File: src/rtl/minus1_sched.sv
// Shared 1-of-4 hop-count decrementer: round-robin arbitrates NREQ header ports and
// decrements the granted offset one digit per cycle, returning data plus zero/error flags.
module minus1_sched #(
    parameter int NREQ   = 4,
    parameter int DIGITS = 2,
    parameter int IDW    = 2
) (
    input  logic                       clk,
    input  logic                       rst_n,
    input  logic [NREQ-1:0]            req_vld,
    input  logic [NREQ*4*DIGITS-1:0]   req_data,
    output logic [NREQ-1:0]            req_rdy,
    output logic                       rsp_vld,
    input  logic                       rsp_rdy,
    output logic [4*DIGITS-1:0]        rsp_data,
    output logic [IDW-1:0]             rsp_id,
    output logic                       rsp_zero,
    output logic                       rsp_err
);

    localparam int W   = 4 * DIGITS;
    localparam int IXW = (DIGITS > 1) ? $clog2(DIGITS) : 1;

    typedef enum logic [1:0] {
        S_IDLE = 2'd0,
        S_CALC = 2'd1,
        S_RESP = 2'd2
    } state_t;

    state_t           state_q, state_d;
    logic [IDW-1:0]   ptr_q, ptr_d;
    logic [W-1:0]     work_q, work_d;
    logic [IXW-1:0]   idx_q, idx_d;
    logic [IDW-1:0]   id_q, id_d;
    logic             zero_q, zero_d;
    logic             err_q, err_d;
    logic             vld_q, vld_d;

    logic             gnt_any;
    logic [IDW-1:0]   gnt_idx;
    logic [W-1:0]     cap_data;
    logic             cap_zero;
    logic             cap_err;
    int               cand;

    function automatic logic digit_ok(input logic [3:0] d);
        return (d != 4'd0) && ((d & (d - 4'd1)) == 4'd0);
    endfunction

    // Value 0 wraps to 3 (borrow); any other one-hot value moves down one place.
    function automatic logic [3:0] digit_dec(input logic [3:0] d);
        return (d == 4'b0001) ? 4'b1000 : (d >> 1);
    endfunction

    always_comb begin
        gnt_any = 1'b0;
        gnt_idx = '0;
        cand    = 0;
        for (int off = 1; off <= NREQ; off++) begin
            cand = int'(ptr_q) + off;
            if (cand >= NREQ) cand = cand - NREQ;
            if (!gnt_any && req_vld[cand]) begin
                gnt_any = 1'b1;
                gnt_idx = IDW'(cand);
            end
        end
    end

    always_comb begin
        cap_data = '0;
        for (int i = 0; i < NREQ; i++) begin
            if (IDW'(i) == gnt_idx) cap_data = req_data[i*W +: W];
        end
        cap_zero = 1'b1;
        cap_err  = 1'b0;
        for (int j = 0; j < DIGITS; j++) begin
            if (cap_data[j*4 +: 4] != 4'b0001) cap_zero = 1'b0;
            if (!digit_ok(cap_data[j*4 +: 4])) cap_err = 1'b1;
        end
    end

    // The accept strobe is combinational so the handshake completes in the grant cycle.
    always_comb begin
        req_rdy = '0;
        if (rst_n && (state_q == S_IDLE) && gnt_any) begin
            for (int i = 0; i < NREQ; i++) begin
                req_rdy[i] = (IDW'(i) == gnt_idx);
            end
        end
    end

    always_comb begin
        state_d = state_q;
        ptr_d   = ptr_q;
        work_d  = work_q;
        idx_d   = idx_q;
        id_d    = id_q;
        zero_d  = zero_q;
        err_d   = err_q;
        vld_d   = vld_q;
        case (state_q)
            S_IDLE: begin
                if (gnt_any) begin
                    work_d  = cap_data;
                    id_d    = gnt_idx;
                    zero_d  = cap_zero;
                    err_d   = cap_err;
                    ptr_d   = gnt_idx;
                    idx_d   = '0;
                    state_d = S_CALC;
                end
            end
            S_CALC: begin
                if (err_q || zero_q) begin
                    state_d = S_RESP;
                    vld_d   = 1'b1;
                end else begin
                    for (int j = 0; j < DIGITS; j++) begin
                        if (j == int'(idx_q)) begin
                            work_d[j*4 +: 4] = digit_dec(work_q[j*4 +: 4]);
                            if (work_q[j*4 +: 4] == 4'b0001) begin
                                idx_d = idx_q + IXW'(1);
                            end else begin
                                state_d = S_RESP;
                                vld_d   = 1'b1;
                            end
                        end
                    end
                end
            end
            S_RESP: begin
                if (rsp_rdy) begin
                    vld_d   = 1'b0;
                    state_d = S_IDLE;
                end
            end
            default: begin
                state_d = S_IDLE;
                vld_d   = 1'b0;
            end
        endcase
    end

    always_ff @(posedge clk or negedge rst_n) begin
        if (!rst_n) begin
            state_q <= S_IDLE;
            ptr_q   <= IDW'(NREQ - 1);
            work_q  <= '0;
            idx_q   <= '0;
            id_q    <= '0;
            zero_q  <= 1'b0;
            err_q   <= 1'b0;
            vld_q   <= 1'b0;
        end else begin
            state_q <= state_d;
            ptr_q   <= ptr_d;
            work_q  <= work_d;
            idx_q   <= idx_d;
            id_q    <= id_d;
            zero_q  <= zero_d;
            err_q   <= err_d;
            vld_q   <= vld_d;
        end
    end

    assign rsp_vld  = vld_q;
    assign rsp_data = work_q;
    assign rsp_id   = id_q;
    assign rsp_zero = zero_q;
    assign rsp_err  = err_q;

endmodule

File: config.mk
export PLATFORM = sky130hd
export DESIGN_NAME = minus1_sched
export DESIGN_NICKNAME = d
export VERILOG_FILES = /design/src/rtl/minus1_sched.sv
export SDC_FILE = /design/constraint.sdc
export NUM_CORES = 1
export LEC_CHECK = 0
export ABC_AREA = 1
export BUFFER_PORTS_ARGS = -buffer_cell sky130_fd_sc_hd__buf_2
export CAP_MARGIN = 15
export CELL_PAD_IN_SITES_DETAIL_PLACEMENT = 1
export CELL_PAD_IN_SITES_GLOBAL_PLACEMENT = 1
export CORE_MARGIN = 2
export CORE_UTILIZATION = 32
export DETAILED_ROUTE_END_ITERATION = 16
export GPL_TIMING_DRIVEN = 0
export HOLD_SLACK_MARGIN = 0.05
export MAX_ROUTING_LAYER = met4
export PLACE_DENSITY = 0.85
export SLEW_MARGIN = 20
export SYNTH_ARGS = -nofsm -noshare
export SYNTH_HDL_FRONTEND = slang
export SYNTH_SLANG_ARGS = --single-unit
File: constraint.sdc
create_clock -name clk -period 1.9 [get_ports clk]
set_input_delay 0.095 -clock clk [delete_from_list [all_inputs] [get_ports clk]]
set_output_delay 0.095 -clock clk [all_outputs]
set_load 0.005 [all_outputs]
# Yosys cells after proc, flatten, opt, wreduce, memory -nomap -nowiden
# Index checks and enable logic that the tools add are counted.
[totals]
regBits = 18
latchBits = 0
ramBits = 0
mem_bits_ro = 0
input_bits = 39
out_inout_bits = 17
elab_cells = 131
n_memories = 0
[classes]
addsub = 11
multipliers = 0
n_div = 0
magnitude_cmp = 8
eq_ne = 14
n_shift = 0
muxes = 62
bitwise_logic = 3
n_reduce_logical = 24
[ops]
columns = ["op", "n"]
rows = [
  ["$lt 32x4->1 const B", 4],
  ["$mux 32", 4],
  ["$mux 8", 6],
  ["$mux 1", 28],
  ["$mux 2", 11],
  ["$mux 4", 5],
  ["$pmux 8 s2", 1],
  ["$sub 3x3->4 const B", 3],
  ["$ne 2x2->1 const B", 5],
  ["$ge 3x3->1 const B", 3],
  ["$and 4x4->4", 2],
  ["$bmux 1 s2", 4],
  ["$eq 4x1->1 const B", 2],
  ["$logic_not 4->1", 2],
  ["$ne 4x1->1 const B", 2],
  ["$reduce_and 4->1", 2],
  ["$reduce_bool 4->1", 2],
  ["$sub 4x1->4 const B", 2],
  ["$logic_and 1x1->1", 7],
  ["$add 2x2->3 const B", 2],
  ["$pmux 2 s3", 1],
  ["$reduce_and 2->1", 3],
  ["$sub 4x3->5 const B", 1],
  ["$add 2x3->4 const B", 1],
  ["15 further kinds", 19],
]

# Longest topological paths before layout
# Gate-level depths: netlist of run 1.
[depth]
depth_word = 27
depth_mapped = 20
mapped_depth_nobuf = 20

# Least setup slack after synthesis of run 1
# No wires, ideal clock.
[synth_path]
path_kind = "reg2reg"
from = "reg ptr_q[0]"
to = "reg err_q (netlist: rsp_err)"
setup_ps = 117
arrival_ps = 1948
required_time_ps = 1783
setup_slack_ps = -165
path_stages_with_launch = 19
path_buffers = 1
synth_period_minus_slack_ps = 2065
cell_sequence = "dfstp_2 -> inv_4 -> nand2_2 -> nand2_2 -> nand2_2 -> nand2_2 -> nor2_4 -> nand3_2 -> nand2_2 -> nand2_4 -> buf_6 -> nand3_2 -> nand3_2 -> nor2_2 -> nand2_1 -> nand2_1 -> nand3_2 -> nor2_1 -> nor2_1"
[synth_between]
elab_chain_len = 27
elab_cells_between_ends = 63
cone_classes = "10 x add/sub; 4 x order compare; 3 x eq/ne; 30 x mux; 2 x bitwise; 14 x reduce/logical"
[synth_lines]
columns = ["element", "line", "source"]
rows = [
  ["start, declared", "31", "logic [IDW-1:0] ptr_q, ptr_d;"],
  ["start signal, assigned", "147", "ptr_q <= IDW'(NREQ - 1);"],
  ["start signal, assigned", "156", "ptr_q <= ptr_d;"],
  ["$add 2x1->3", "60", "cand = int'(ptr_q) + off;"],
  ["$sub 3x3->4 / $ge 3x3->1 (equally long branches)", "61", "if (cand >= NREQ) cand = cand - NREQ;"],
  ["$mux 32", "61", ""],
  ["$bmux 1 s2", "62", "if (!gnt_any && req_vld[cand]) begin"],
  ["$mux 1 (not written as such) (2 in series)", "62", ""],
  ["$mux 1", "62", ""],
  ["$logic_not 1->1", "62", ""],
  ["$logic_and 1x1->1", "62", ""],
  ["[6 not listed]", "--", ""],
  ["$mux 2", "62", ""],
  ["$logic_not 2->1", "72", "if (IDW'(i) == gnt_idx) cap_data = req_data[i*W +: W];"],
  ["$mux 8 (4 in series)", "72", ""],
  ["$sub 4x1->4", "47", "return (d != 4'd0) && ((d & (d - 4'd1)) == 4'd0);"],
  ["$and 4x4->4", "47", ""],
  ["$logic_not 4->1", "47", ""],
  ["$logic_and 1x1->1", "47", ""],
  ["$mux 1 (2 in series)", "78", "if (!digit_ok(cap_data[j*4 +: 4])) cap_err = 1'b1;"],
  ["end signal, assigned", "161", "err_q <= err_d;"],
  ["end, declared", "36", "logic err_q, err_d;"],
]
# Parallel ways exist; a longest one is shown, timed or not. The select of a mux whose other input is x is not followed.
# A chain may end at the register's enable or synchronous reset.

# Worst setup path after layout of run 1
# Same ends and word-level chain as after synthesis.

==> flow_summary.toml, run 1 <==
[status]
status = "finished, violations left"
violations = "negative setup slack"

[timing]
rsz0062_at_grt = "yes"
finalHoldViolCount = 0
setup_violations = 20
fin_ws_ns = -0.787
worst_slew_pin_slew_ns = 0.523
period_needed_ns = 2.69
fmax_ghz = 0.372
post-route-period-util = 1.41
maxSlewViolCount = 0
relSlewSlack = 0.652
clock_skew_ns = 0.00398
finalSetupTns_ns = -10.71

[setup_path]
r2r_start = "ptr_q[0]"
rr_endpoint = "rsp_err"
r2r.worst_path.cells = 17
worst-r2r-setup-slack_ns = -0.79
start_kind = "flip-flop"
cp-end-kind = "flip-flop"
cp.arrival_ns = 2.84
crit_required_ns = 2.05
worstSetupPathType = "reg2reg"
crit_fanout = 10

[cts]
cts_root_buf = "clkbuf_8"
clk_pin_slew_ns = 0.07
cts_buffers = 3
cts_tree = "yes"
clk_latency_ns = 0.25
htreeDepth = 1
numClockSinks = 18
clockBufferDepth = 2

[synthesis]
ys_seq_elements = 18
yosysSeqAreaShare = 0.255
ys_async_sr_fraction = 1.00
yosysWarnings = 0
yosysUniqueCellTypes = 32
syn_area_mm2 = 0.00178
synth_edf_count = 0
syn_area_per_cell_um2 = 7.16
syn-num-nets = 287
syn_inst = 248
synth_ff_type = "dfrtp_1"

[global_route]
grt_max_degree = 20
grt_pass1_vias = 2409
gr-usage-all-layers = 0.240
grt_overflow_total = 0
antenna_found_initial = 0
grt_pass1_wl_mm = 11.5

[finish]
final_cell_mix = "56 x buf_2, 31 x nand2_1, 24 x inv_1"
num_antenna_cells = 0
final_common_cell = "buf_2"
drive_gt1_frac = 0.620
syn2layout_area_growth_pct = 65.9
fin_nets = 385
num-fill-cells = 683

[routing]
drtPass1Iterations = 4
wl_per_cell_um = 21.2
vias = 2287
post_drt_via_cell_ratio = 5.48
drc = 0
drtIter0Drc = 90
wl_mm = 8.82
ant_nets = 0

[floorplan]
rows = 27
io-pin-count = 56
dieHeight_um = 78.5
start_util = 0.326
die_x_um = 78.5
dieArea_mm2 = 0.00616
coreArea_mm2 = 0.00544

[hold_path]
hold_start = "rsp_rdy"
holdPathEnd = "state_q[1]"
hold_path_depth = 3
hp-class = "in2reg"

[placement]
dp_hpwl_mm = 4.50
port_buffers = 55
place.gp.congestion = 0.823

[flow_run]
cap_violations = 0
[flip-flops by register name, summed over array words and instances (netlist names)]
signal	cells
idx_q	1
rsp_vld	1
rsp_id	2
rsp_zero	1
state_q	2
rsp_data	8
rsp_err	1
ptr_q	2
[critical path, cell delays in order (launching register included)]
cell	delay, ns
dfstp_2	0.64
buf_6	0.16
nand2_4	0.05
nand2_4	0.09
nand2_4	0.06
buf_4	0.15
a21boi_4	0.23
nand3_4	0.12
buf_6	0.15
buf_12	0.15
nand4_4	0.08
nand3_1	0.13
nor2_1	0.13
nand2_1	0.10
nand2_1	0.10
nand3_2	0.09
nor2_2	0.10
nor2_1	0.04
[cell usage after synthesis (3+ instances only)]
cell type,number,area share
a21oi_1,4,0.011
a21oi_2,3,0.015
buf_6,5,0.032
dfrtp_1,16,0.23
inv_1,26,0.055
nand2_1,58,0.12
nand2_2,14,0.049
nand3_1,13,0.037
nand3_2,19,0.11
nand4_1,12,0.042
nand4_2,7,0.049
nor2_1,24,0.051
nor2_2,5,0.018
nor3_1,4,0.011
o21ai_0,12,0.034
o22ai_1,7,0.025
[through the flow]
step                cell area, µm²  worst slack, ns   util  hold WS [ns]  std cells
floorplan                     1780           -0.158      -        -0.201        248
global placement              2140           -0.497  0.394        0.0584        375
detailed placement            2140           -0.584  0.394        0.0589        375
CTS                           2550           -0.465  0.470         0.132        401
global route                  2950           -0.873  0.542         0.201        417
finish                        2950           -0.787  0.542         0.153        417
[cell type report]
cell class	instances	area, µm²	share of cell area
multi-input combinational	192	1490	0.504
inverter	30	135	0.0459
tap	72	90.1	0.0306
sequential	18	453	0.154
buffer	8	105	0.0357
timing repair buffer	93	622	0.211
clock buffer	4	55.1	0.0187
[per-layer routing]
layer | wire, µm | vias to the layer above | track usage | part of all wire
li1 | - | 1031 | - | -
met2 | 4670 | 95 | 0.429 | 0.53
met4 | 428 | 0 | 0.0982 | 0.049
met5 | 0 | - | - | 0
met3 | 368 | 42 | 0.0253 | 0.042
met1 | 3350 | 1119 | 0.273 | 0.38
[logic make-up after synthesis]
logic type             after synthesis  synth area share
flip-flops                          18             0.255
buffers and inverters               38             0.118
AND/OR/NAND/NOR                    163             0.529
AO/OA/AOI/OAI                       29            0.0980
[worst max-delay path by stage]
| stage | start | to | depth (start not counted) |
|---|---|---|---|
| floorplan | ptr_q[0] | rsp_err | 18 |
| global placement | ptr_q[0] | rsp_err | 19 |
| detailed placement | ptr_q[0] | rsp_err | 17 |
| CTS | ptr_q[0] | rsp_err | 19 |
| global route | ptr_q[0] | rsp_err | 17 |
| finish | ptr_q[0] | rsp_err | 17 |
[repair_timing]
| item | 4_1_cts | 5_1_grt |
|---|---|---|
| endpoints found under the hold margin | 16 | 0 |
| setup buffers | 20 | 19 |
| pin swaps | 12 | 24 |
| resized for setup | 53 | 72 |
| hold buffers | 1 | 0 |
| setup endpoints to repair | 15 | 22 |
| gates cloned | 1 | 0 |
Power of run 1 is left out: the tool's default activity adds up to more than one toggle a clock period on the data nets, which glitch-free logic cannot reach.
==> run 2, diff against run 1 <==
- CELL_PAD_IN_SITES_DETAIL_PLACEMENT: 1 -> 2
- CELL_PAD_IN_SITES_GLOBAL_PLACEMENT: 1 -> 2
- CORE_UTILIZATION: 32 -> 26
- CTS_BUF_LIST: unset -> sky130_fd_sc_hd__clkbuf_8
- PLACE_DENSITY: 0.85 -> 0.88
==> run 2 against run 1 <==
Net effect:
- the flow still finishes with violations (negative setup slack)
- global-route usage shrank 0.73 points
- hold slack better by 0.018 ns
- sequential cell count unchanged
- fmax decreased by 4.8%
- die area grew 22%
- wire length is 25% higher
- utilization down 5.9 points
- clock skew is 0.0047 ns higher
==> flow_summary.toml, run 2 (synthesis gave the netlist of run 1 again) <==
[timing]
period_needed_ns = 2.82
maxSlewViolCount = 0
rsz0062_at_grt = "yes"
worst_slew_pin_slew_ns = 0.805
finalSetupTns_ns = -9.96
fin_ws_ns = -0.922
finalHoldViolCount = 0
whs_ns = 0.171
post-route-period-util = 1.49
fmax_ghz = 0.354
setup_violations = 22
clock_skew_ns = 0.00865
relSlewSlack = 0.463

[finish]
drive_gt1_frac = 0.635
instances_no_fill = 428
final_cell_mix = "55 x buf_2, 31 x nand2_1, 24 x nand2_4"
final_common_cell = "buf_2"
fin_nets = 388
fin_area_mm2 = 0.00322
num_antenna_cells = 0
syn2layout_area_growth_pct = 81.5
largest_reg_flops = 8
num-fill-cells = 739

[hold_path]
hp-class = "in2reg"

[cts]
cts_buffers = 3
clk_pin_slew_ns = 0.08
cts_tree = "yes"
numClockSinks = 18
clk_latency_ns = 0.27
cts_root_buf = "clkbuf_8"
clockBufferDepth = 2
htreeDepth = 1

[placement]
place.gp.congestion = 0.804
port_buffers = 55
post_dp_cell_area_mm2 = 0.00215
dp.cells = 383
dp_hpwl_mm = 4.92

[floorplan]
dieArea_mm2 = 0.00751
rows = 30
start_util = 0.266
dieHeight_um = 86.6
io-pin-count = 56
die_x_um = 86.6
coreArea_mm2 = 0.00668

[setup_path]
start_kind = "flip-flop"
crit_required_ns = 2.06
worstSetupPathType = "reg2reg"
cp.arrival_ns = 2.99
cp-end-kind = "flip-flop"
crit_fanout = 8

[routing]
drtIter0Drc = 39
wl_per_cell_um = 25.8
drtPass1Iterations = 4
post_drt_via_cell_ratio = 5.45
ant_nets = 0
drc = 0
vias = 2332
wl_mm = 11.0

[global_route]
antenna_found_initial = 0
gr-usage-all-layers = 0.232
grt_util_met2 = 0.430
busiest_layer = "met2"
gr-usage-met3 = 0.0143
use_met1 = 0.274
grt_max_degree = 20
grt_pass1_wl_mm = 13.1
grt_pass1_vias = 2362
grt_overflow_total = 0

[flow_run]
cap_violations = 0

[status]
violations = "negative setup slack"
status = "finished, violations left"
[run 2: cell types whose count changed in the layout (fill, tap and decap cells not counted), moves of 3 or more]
cell / change
o21ai_0: +5
nand2_2: -8
nor2_2: -3
o21ai_2: -4
nand2_8: +5
nand2_4: +3
nand3_4: +4
nand3_2: -3
nor2_4: +5
[run 2: path summary, 6_finish.rpt]
kind	start	to	slack (ns)	cells after the start
max	ptr_q[0]	rsp_err	-0.92	19
min	rsp_rdy	state_q[1]	0.17	3
max reg2reg	ptr_q[0]	rsp_err	-0.92	19
min reg2reg	rsp_id[1]	rsp_id[1]	0.53	2
max in group asynchronous	rst_n	ptr_q[1]	1.25	2
min in group asynchronous	rst_n	rsp_data[4]	0.31	2
[run 2: area by class of cell]
class / instances / area, µm² / share of cell area
well taps: 80 / 100 / 0.0311
inverters: 30 / 139 / 0.0431
multi-input cells: 192 / 1630 / 0.507
flip-flops and latches: 18 / 453 / 0.141
clock buffers: 4 / 55.1 / 0.0171
plain buffers: 8 / 118 / 0.0365
repair buffers: 96 / 724 / 0.225
[run 2: layer usage]
metal  vias up  wire [µm]
met5         -          0
met4         0        344
met3        27        379
met2        77       6040
met1      1190       4270
li1       1038          -
[run 2: metrics by stage]
stage / worst slack (ns) / utilization
2_1_floorplan: -0.158 / -
3_5_place_dp: -0.641 / 0.322
5_1_grt: -1.09 / 0.482
4_1_cts: -0.533 / 0.401
6_report: -0.922 / 0.482
3_3_place_gp: -0.517 / 0.322
[run 2: repair_timing]
action	4_1_cts	5_1_grt
buffers inserted	16	23
hold buffers	1	0
endpoints found under the setup margin	17	20
gates cloned	3	1
gates resized for setup	62	93
hold endpoints to repair	16	0
pin swaps	17	39
[run 2: critical path, cell delays in order (launching register included)]
cell and delay (ns):
dfstp_2 0.63, inv_8 0.09, nand2_2 0.10, nand2_2 0.08
nand2_1 0.11, nand2_2 0.07, nor2_4 0.14, nand3_4 0.14
nand2_8 0.12, nand2_8 0.10, nor2_4 0.18, nand2_1 0.19
nand3_1 0.15, nor2_1 0.06, nand2_1 0.11, nand2_1 0.09
nand2_1 0.08, nand2_1 0.07, nor2_1 0.13, nor2_1 0.06
Power of run 2 is left out for the same reason.
==> run 3, diff against run 2 <==
- ABC_AREA: 1 -> 0
- CORE_UTILIZATION: 26 -> 25
- CTS_BUF_LIST: sky130_fd_sc_hd__clkbuf_8 -> unset
- PLACE_DENSITY: 0.88 -> 0.84
==> run 3 against run 2 <==
Net effect:
- the run still ends with negative setup slack left
- via count down 18%
- die area down 6.7%
- critical path depth down 11
- global-route usage down 3.3 points
- sequential cell count unchanged
- register-to-register slack better by 0.40 ns
- clock-buffer cell count unchanged
- hold slack worse by 0.046 ns
- sequential share of layout area up 3.9 points
- first-iteration DRC count up 67%
- non-clock buffer count down 15
- area after synthesis down 11%
- largest cell class unchanged
==> flow_summary.toml, run 3 <==
[synthesis]
synth-compound-area-share = 0.388
yosysSeqAreaShare = 0.285
synthMuxAreaShare = 0.0126
ys_async_sr_fraction = 1.00
synth_top_area_share = 0.252
yosysUniqueCellTypes = 45
synth_top_family_by_area = "compound AO/OA/AOI/OAI gates"
yosysWarnings = 0
syn-num-nets = 227
synthSimpleGateAreaFrac = 0.258
syn_area_per_cell_um2 = 8.44
synth_xor_area_frac = 0.0110
ys_top_cells_by_area = "dfrtp_1 25%, nand2_1 5.9%, a21boi_0 5.7%"
ys_seq_elements = 18
syn_inst = 188
synth_ff_type = "dfrtp_1"
yosys.area_share.adder = 0
synth_edf_count = 0
yosysMostFrequentCell = "nand2_1"
synth_largest_area_cell = "dfrtp_1"
syn_area_mm2 = 0.00159
synth_common_cells = "25 x nand2_1, 16 x dfrtp_1, 15 x nor2_1"

[hold_path]
hold_start = "rsp_rdy"
hp-class = "in2reg"
hold_path_depth = 4

[setup_path]
critPathSlowestCell = "dfstp_2"
crit_fanout = 5
crit_required_ns = 2.03
cp-end-kind = "flip-flop"
cp.arrival_ns = 2.56
worstSetupPathType = "reg2reg"
cp-startpoint = "ptr_q[1]"
start_kind = "flip-flop"
max_stage_delay_ns = 0.63
r2r_start = "ptr_q[1]"
path_cells = "mux2i_4 > o21a_4 > buf_6 > a21boi_0 > o32ai_4 > xnor2_2 > o211ai_1 > a41oi_2"
r2r.worst_path.cells = 8

[cts]
clk_pin_slew_ns = 0.08
cts_buffers = 3
cts_tree = "yes"
clk_latency_ns = 0.26
numClockSinks = 18
cts_root_buf = "clkbuf_8"
htreeDepth = 1
clockBufferDepth = 2

[pwr]
total_power_mw = 4.13
powerDensity_mw_per_mm2 = 1640
power_leakage_nw = 1.05
vdd_drop_max_mv = 0.470

[routing]
drtPass1Iterations = 4
wl_mm = 7.55
post_drt_via_cell_ratio = 5.52
ant_nets = 0
wl_per_cell_um = 21.7
drtIter0Drc = 65
drc = 0
vias = 1921

[floorplan]
dieArea_mm2 = 0.00700
io-pin-count = 56
start_util = 0.254
rows = 29
die_x_um = 83.7
dieHeight_um = 83.7
coreArea_mm2 = 0.00624

[placement]
place.gp.congestion = 0.774
dp_hpwl_mm = 4.19
port_buffers = 55
pre_cts_ws_ns = -0.609

[global_route]
grt_pass1_wl_mm = 10.9
gr-usage-all-layers = 0.199
grt_max_degree = 21
grt_overflow_total = 0
grt_pass1_vias = 2058
antenna_found_initial = 1

[finish]
drive_gt1_frac = 0.500
final_cell_mix = "56 x buf_2, 25 x nand2_1, 16 x buf_4, 16 x dfrtp_1"
post-route-util = 0.404
syn2layout_area_growth_pct = 59.0
largest_reg_flops = 8
final_common_cell = "buf_2"
fin_nets = 310
num-fill-cells = 705

[status]
violations = "negative setup slack"
status = "finished, violations left"

[timing]
setup_violations = 14
finalSetupTns_ns = -4.13
fin_ws_ns = -0.526
period_needed_ns = 2.43
fmax_ghz = 0.412
whs_ns = 0.124
clock_skew_ns = 0.00177
relSlewSlack = 0.601
finalHoldViolCount = 0
worst_slew_pin_slew_ns = 0.593
maxSlewViolCount = 0
post-route-period-util = 1.28
rsz0062_at_grt = "yes"

[flow_run]
cap_violations = 0
## run 3: stage by stage
stage | instance area (µm²) | instances
finish | 2520 | 348
detailed placement | 2000 | 320
global placement | 2000 | 320
CTS | 2300 | 339
floorplan | 1630 | 188
global route | 2520 | 348
## run 3: final timing paths
path,slack (ns),endpoint
setup / recovery,-0.53,rsp_err
hold / removal,0.12,rsp_vld
setup reg to reg,-0.53,rsp_err
hold reg to reg,0.53,rsp_id[1]
max in group asynchronous,1.20,ptr_q[1]
min in group asynchronous,0.33,rsp_data[6]
## run 3: cell families after synthesis
logic type / Yosys count
compound gates: 73
flops: 18
xor+xnor: 2
buf+inv: 11
mux: 2
simple gates: 82
## run 3: what timing repair did
action                                  in CTS  in global routing
hold endpoints to repair                    16                  0
resized for setup                           27                 41
pin swaps                                   13                 21
buffers inserted                            11                  8
endpoints found under the setup margin      17                 17
gates cloned                                 3                  2
hold buffers                                 1                  0
## run 3: final cells by class
class / count / area (µm²) / area share
Multi-Input combinational cell: 159 / 1320 / 0.523
Buffer: 9 / 90.1 / 0.0357
Clock buffer: 4 / 55.1 / 0.0218
Antenna cell: 1 / 2.50 / 0.000992
Sequential cell: 18 / 453 / 0.180
Tap cell: 77 / 96.3 / 0.0382
Timing Repair Buffer: 80 / 507 / 0.201
## run 3: worst max-delay path, delay by kind of cell (launching register included)
family                 cells  cell delay, ns
buffers and inverters      1            0.14
flip-flops                 1            0.63
XOR/XNOR                   1            0.17
AO/OA/AOI/OAI              5            1.26
multiplexers               1            0.10
## run 3: power breakdown
group	total, mW	internal (mW)	leakage (nW)	switching, mW
Sequential	0.785	0.579	0.211	0.206
Combinational	3.00	1.42	0.806	1.59
Clock	0.337	0.185	0.0288	0.152
## run 3: layer usage
layer,wire (µm),global-route usage
met5,0,-
met4,199,0.0381
met3,234,0.0277
met2,3950,0.358
met1,3170,0.239
Power figures use the tool's default switching activity.
